$ cat config.mk
export PLATFORM = sky130hd
export DESIGN_NAME = frog_tracker
export DESIGN_NICKNAME = d
export VERILOG_FILES = /design/src/rtl/frog_tracker.sv
export SDC_FILE = /design/constraint.sdc
export NUM_CORES = 1
export LEC_CHECK = 0
export CORE_MARGIN = 5
export CORE_UTILIZATION = 37
export CTS_CLUSTER_SIZE = 12
export DETAILED_ROUTE_END_ITERATION = 12
export PLACE_DENSITY = 0.83
export REMOVE_ABC_BUFFERS = 1
export SETUP_SLACK_MARGIN = 0.2
export SLEW_MARGIN = 20
export SYNTH_ARGS = -nofsm -noshare
export SYNTH_HDL_FRONTEND = slang
export SYNTH_SLANG_ARGS = --single-unit
$ cat constraint.sdc
create_clock -name clk -period 3.5 [get_ports clk]
set_input_delay 1.05 -clock clk [delete_from_list [all_inputs] [get_ports clk]]
set_output_delay 1.05 -clock clk [all_outputs]
set_load 0.03 [all_outputs]
$ cat src/rtl/frog_tracker.sv
// Frogger-style position tracker. The frog moves on rising button edges,
// loses a life on a lit hazard, scores on reaching row 0 and ends in OVER.
module frog_tracker #(
    parameter int ROWS  = 8,
    parameter int COLS  = 10,
    parameter int LIVES = 3,
    parameter int SCW   = 8
) (
    input  logic                         clk,
    input  logic                         reset,
    input  logic                         L,
    input  logic                         R,
    input  logic                         U,
    input  logic                         D,
    input  logic [ROWS*COLS-1:0]         hazard_map,
    output logic [ROWS*COLS-1:0]         frog_map,
    output logic [$clog2(LIVES+1)-1:0]   lives_left,
    output logic [SCW-1:0]               score,
    output logic                         gameover
);

    localparam int NCELL = ROWS * COLS;
    localparam int RW    = (ROWS > 1) ? $clog2(ROWS) : 1;
    localparam int CW    = (COLS > 1) ? $clog2(COLS) : 1;
    localparam int LW    = $clog2(LIVES + 1);

    localparam logic [RW-1:0]  SPAWN_ROW = RW'(ROWS - 1);
    localparam logic [CW-1:0]  SPAWN_COL = CW'(COLS / 2);
    localparam logic [RW-1:0]  LAST_ROW  = RW'(ROWS - 1);
    localparam logic [CW-1:0]  LAST_COL  = CW'(COLS - 1);
    localparam logic [LW-1:0]  LIVES_INIT = LW'(LIVES);
    localparam logic [SCW-1:0] SCORE_MAX = {SCW{1'b1}};

    typedef enum logic [1:0] {
        ST_PLAY = 2'd0,
        ST_HIT  = 2'd1,
        ST_OVER = 2'd2
    } state_t;

    state_t          state_q, state_d;
    logic [RW-1:0]   row_q, row_d;
    logic [CW-1:0]   col_q, col_d;
    logic [LW-1:0]   lives_q, lives_d;
    logic [SCW-1:0]  score_q, score_d;
    logic [3:0]      btn_prev_q, btn_prev_d;

    logic [3:0]      btn_now;
    logic [3:0]      btn_rise;
    logic            single_move;
    logic [RW-1:0]   row_move;
    logic [CW-1:0]   col_move;
    logic [NCELL-1:0] cell_sel;
    logic            hazard_here;
    logic            at_goal;

    // Button order in the vectors below is {L, R, U, D}.
    assign btn_now = {L, R, U, D};

    always_comb begin
        btn_prev_d = btn_now;
        btn_rise   = btn_now & ~btn_prev_q;
    end

    // Exactly one rising edge is a move; simultaneous edges cancel out.
    always_comb begin
        single_move = 1'b0;
        case (btn_rise)
            4'b1000, 4'b0100, 4'b0010, 4'b0001: single_move = 1'b1;
            default:                            single_move = 1'b0;
        endcase
    end

    always_comb begin
        row_move = row_q;
        col_move = col_q;
        if (single_move) begin
            if (btn_rise[3] && (col_q != '0)) begin
                col_move = col_q - CW'(1);
            end
            if (btn_rise[2] && (col_q != LAST_COL)) begin
                col_move = col_q + CW'(1);
            end
            if (btn_rise[1] && (row_q != '0)) begin
                row_move = row_q - RW'(1);
            end
            if (btn_rise[0] && (row_q != LAST_ROW)) begin
                row_move = row_q + RW'(1);
            end
        end
    end

    // One-hot decode of the registered position, shared by display and collision.
    generate
        for (genvar gi = 0; gi < NCELL; gi++) begin : g_cell
            assign cell_sel[gi] = (row_q == RW'(gi / COLS)) && (col_q == CW'(gi % COLS));
        end
    endgenerate

    assign hazard_here = |(hazard_map & cell_sel);
    assign at_goal     = (row_q == '0);

    always_comb begin
        state_d = state_q;
        row_d   = row_q;
        col_d   = col_q;
        lives_d = lives_q;
        score_d = score_q;

        case (state_q)
            ST_PLAY: begin
                if (hazard_here) begin
                    state_d = ST_HIT;
                    if (lives_q != '0) begin
                        lives_d = lives_q - LW'(1);
                    end
                end else if (at_goal) begin
                    if (score_q != SCORE_MAX) begin
                        score_d = score_q + SCW'(1);
                    end
                    row_d = SPAWN_ROW;
                    col_d = SPAWN_COL;
                end else begin
                    row_d = row_move;
                    col_d = col_move;
                end
            end
            ST_HIT: begin
                if (lives_q == '0) begin
                    state_d = ST_OVER;
                end else begin
                    state_d = ST_PLAY;
                    row_d   = SPAWN_ROW;
                    col_d   = SPAWN_COL;
                end
            end
            ST_OVER: begin
                state_d = ST_OVER;
            end
            default: begin
                state_d = ST_PLAY;
            end
        endcase
    end

    // Prev registers load ones on reset so a button held through reset is not an edge.
    always_ff @(posedge clk) begin
        if (reset) begin
            state_q    <= ST_PLAY;
            row_q      <= SPAWN_ROW;
            col_q      <= SPAWN_COL;
            lives_q    <= LIVES_INIT;
            score_q    <= '0;
            btn_prev_q <= 4'b1111;
        end else begin
            state_q    <= state_d;
            row_q      <= row_d;
            col_q      <= col_d;
            lives_q    <= lives_d;
            score_q    <= score_d;
            btn_prev_q <= btn_prev_d;
        end
    end

    assign frog_map   = (state_q == ST_PLAY) ? cell_sel : '0;
    assign lives_left = lives_q;
    assign score      = score_q;
    assign gameover   = (state_q == ST_OVER);

endmodule

==> flow_metrics.env <==
export IMPL_die_area_um2=8921
export IMPL_grt_pass1_vias=3506
export IMPL_postCtsHoldBufs=0
export IMPL_fmax_mhz=310.5
export IMPL_antenna_cells=0
export IMPL_pwr_share_seq_pct=21.6
export IMPL_rsz0062_at_grt="true"
export IMPL_final_nets=663
export IMPL_timing_final_crit_share_pct=92.03
export IMPL_hold_class="reg -> reg"
export IMPL_topRoutingLayerUsed="met4"
export IMPL_p_total_mw=1.512
export IMPL_slowest_stage="clkdlybuf4s50_1"
export IMPL_yosysTopAreaCell="dfxtp_1"
export IMPL_maxSlewViolCount=0
export IMPL_synthDistinctLibCells=61
export IMPL_status="finished, final reports clean"
export IMPL_die_w_um=94.45
export IMPL_synth_edf_count=0
export IMPL_drive_gt1_share_pct=18.33
export IMPL_place_area_um2=4499
export IMPL_crit_top_cell="buf_4"
export IMPL_max_cap_violations=0
export IMPL_grt_pass1_wl_mm=18.54
export IMPL_preCtsSetupSlack_ns=-0.06674
export IMPL_skew_ns=0.004820
export IMPL_wl_met3_mm=1.244
export IMPL_drtPass1Iterations=8
export IMPL_cts_buffer_depth=2
export IMPL_antenna_found_initial=0
export IMPL_ant_nets=0
export IMPL_critPathMaxFanout=5
export IMPL_yosys_area_top_type_share_pct=17.45
export IMPL_hold_violations=0
export IMPL_crit_arrival_ns=3.37
export IMPL_avgRoutedWirePerCell_um=18.70
export IMPL_vias_per_cell=5.565
export IMPL_numPortBuffers=176
export IMPL_start_util_pct=38.42
export IMPL_synth_yosys_warnings=0
export IMPL_synthFlopType="dfxtp_1"
export IMPL_crit_required_ns=3.65
export IMPL_cp_cell_sequence="clkdlybuf4s50_1 -> a22oi_1 -> o32ai_1 -> nor4_1 -> nand4_1 -> nor3_4 -> buf_4 -> buf_4 -> nor4_1 -> buf_4 -> mux2i_1"
export IMPL_crit_type="in -> reg"
export IMPL_ys_top_cells_by_area="dfxtp_1, nor2_1, ha_1"
export IMPL_slowest_delay_ns=0.40
export IMPL_cts_tree="yes"
export IMPL_syn_area_um2=2639
export IMPL_pin_count=177
export IMPL_avgSynthCellArea_um2=6.962
export IMPL_core_area_um2=6869
export IMPL_gr_total_overflow=0
export IMPL_area_growth_pct=75.06
export IMPL_power_switching_mw=0.6841
export IMPL_timing_final_ws_setup_ns=0.2790
export IMPL_wl_met1_mm=4.487
export IMPL_wirelength_mm=12.31
export IMPL_instances_no_fill=658
export IMPL_cts_sinks=23
export IMPL_async_flop_share_pct=0
export IMPL_cts_reportedPaths_clkPinSlew_ns=0.08
export IMPL_dr_wl_met2_mm=6.143
export IMPL_cts_buffers=3
export IMPL_die_h_um=94.45
export IMPL_p_sw_share_pct=45.23
export IMPL_start_kind="input pin"
export IMPL_grt_max_degree=36
export IMPL_drt_iter0_markers=303
export IMPL_synthCells=379
export IMPL_dp_cells=652
export IMPL_holdWs_ns=0.5294
export IMPL_worst_slew_pin_slew_ns=0.6552
export IMPL_p_int_mw=0.8282
export IMPL_clkPwrFrac_pct=10.6
export IMPL_finalSetupViolations=0
export IMPL_cp_end_kind="register"
export IMPL_p_leak_nw=2.298
export IMPL_h_tree_depth=1
export IMPL_ys_seq_elements=23
export IMPL_slew_headroom_pct=55.74
export IMPL_drc=0
export IMPL_gp_congestion=0.8866
export IMPL_ys_seq_area_share_pct=17.45
export IMPL_rows=30
export IMPL_via_count=3662
export IMPL_final_area_um2=4619
export IMPL_grt_usage_pct=25.95
export IMPL_comb_power_share_pct=67.7
export IMPL_period_needed_ns=3.221
export IMPL_root_buffer="clkbuf_8"
export IMPL_worst_ir_drop_vdd_mv=0.4265
export IMPL_rrSetupSlack_ns=0.52
export IMPL_dp_hpwl_mm=9.719
export IMPL_powerDensity_nw_per_um2=327.4
export IMPL_clkLatencyLatePin_ns=0.26
cell usage after synthesis, types with 3 or more instances:
| master | number |
|---|---|
| mux2i_1 | 7 |
| and3_1 | 3 |
| inv_1 | 13 |
| a2111oi_0 | 3 |
| o22ai_1 | 6 |
| ha_1 | 14 |
| nand4_1 | 3 |
| buf_6 | 3 |
| nor2_1 | 102 |
| a2111o_1 | 3 |
| a32oi_1 | 6 |
| nand2b_1 | 4 |
| a22o_1 | 8 |
| nand2_1 | 21 |
| nor2b_1 | 15 |
| dfxtp_1 | 23 |
| a22oi_1 | 9 |
| nand3_1 | 14 |
| mux2_2 | 4 |
| buf_2 | 9 |
| mux2_4 | 3 |
| a31o_2 | 3 |
| o21ai_0 | 3 |
| nor3_1 | 9 |
| a222oi_1 | 4 |
| or2_2 | 5 |
| and2_1 | 3 |
| nand3b_2 | 3 |
| a211oi_1 | 4 |
| nor4_1 | 7 |
| clkbuf_1 | 12 |
| a21oi_1 | 9 |
what timing repair did:
action | 4_1_cts | 5_1_grt
setup buffers | 0 | 2
gates resized for setup | 17 | 27
gates cloned | 0 | 0
endpoints found under the setup margin | 20 | 54
pin swaps | 0 | 1
power groups by stage:
stage	logic [mW]	clock network (mW)	registers [mW]
6_report	1.02	0.161	0.327
3_3_place_gp	0.951	0	0.329
5_1_grt	1.10	0.179	0.333
2_1_floorplan	0.525	0	0.346
3_5_place_dp	0.971	0	0.332
4_1_cts	0.971	0.168	0.326
critical path, delay by kind of cell:
kind	cells	cell delay [ns]
compound gates	2	0.30
mux	1	0.11
buf+inv	4	0.83
simple gates	4	1.08
cell type report:
cell class                      count  area (um2)
Fill cell                         589        2250
Multi-Input combinational cell    315        2011
Timing Repair Buffer              207        1933
Sequential cell                    23       460.4
Tap cell                           96       120.1
Inverter                           13       48.80
Clock buffer                        3       41.29
Clock inverter                      1       5.005
sequential cells by signal, summed over array words and instances (netlist names):
signal,flops
lives_left,2
state_q,2
col_q,4
btn_prev_q,4
row_q,3
score,8
path summary, 6_finish.rpt:
| check | start | endpoint | cells after the start |
|---|---|---|---|
| max | hazard_map[75] | lives_left[0] | 11 |
| min | state_q[1] | state_q[0] | 1 |
| min reg2reg | state_q[1] | state_q[0] | 1 |
| max reg2reg | col_q[0] | lives_left[0] | 13 |
metal layers:
layer	vias up	track usage, %
met5	-	0
met1	1699	30.63
met4	0	9.615
li1	1726	-
met3	34	5.259
met2	203	46.16
stage by stage:
stage / TNS [ns] / utilization, %
floorplan: 0 / -
finish: 0 / 67.25
CTS: 0 / 65.92
global placement: -0.06576 / 65.50
detailed placement: -0.2100 / 65.50
global route: 0 / 67.25
layout by cell type, fill, tap and decap left out, drive strengths merged, types with 9 or more instances in the layout:
cell           Yosys  routed
nand2             21      21
nand3             14      14
dfxtp             23      23
inv               13      13
nor2b             15      15
buf               16      68
nor2             102     102
clkdlybuf4s50      0     104
a21oi              9       9
a22oi              9       9
ha                14      14
dlymetal6s2s       0      19
nor3              10      10
dlygate4sd2        0      16
cell families (layout without fill, tap and decap cells):
| kind of cell | count (synthesis) | after routing | synth area share, % |
|---|---|---|---|
| simple gates | 204 | 204 | 37.65 |
| compound gates | 79 | 79 | 23.47 |
| buf+inv | 41 | 224 | 7.397 |
| flops | 23 | 23 | 17.45 |
| fa+ha+maj | 14 | 14 | 6.638 |
| mux | 14 | 14 | 6.069 |
| xor+xnor | 4 | 4 | 1.328 |
Power figures use the tool's default switching activity.
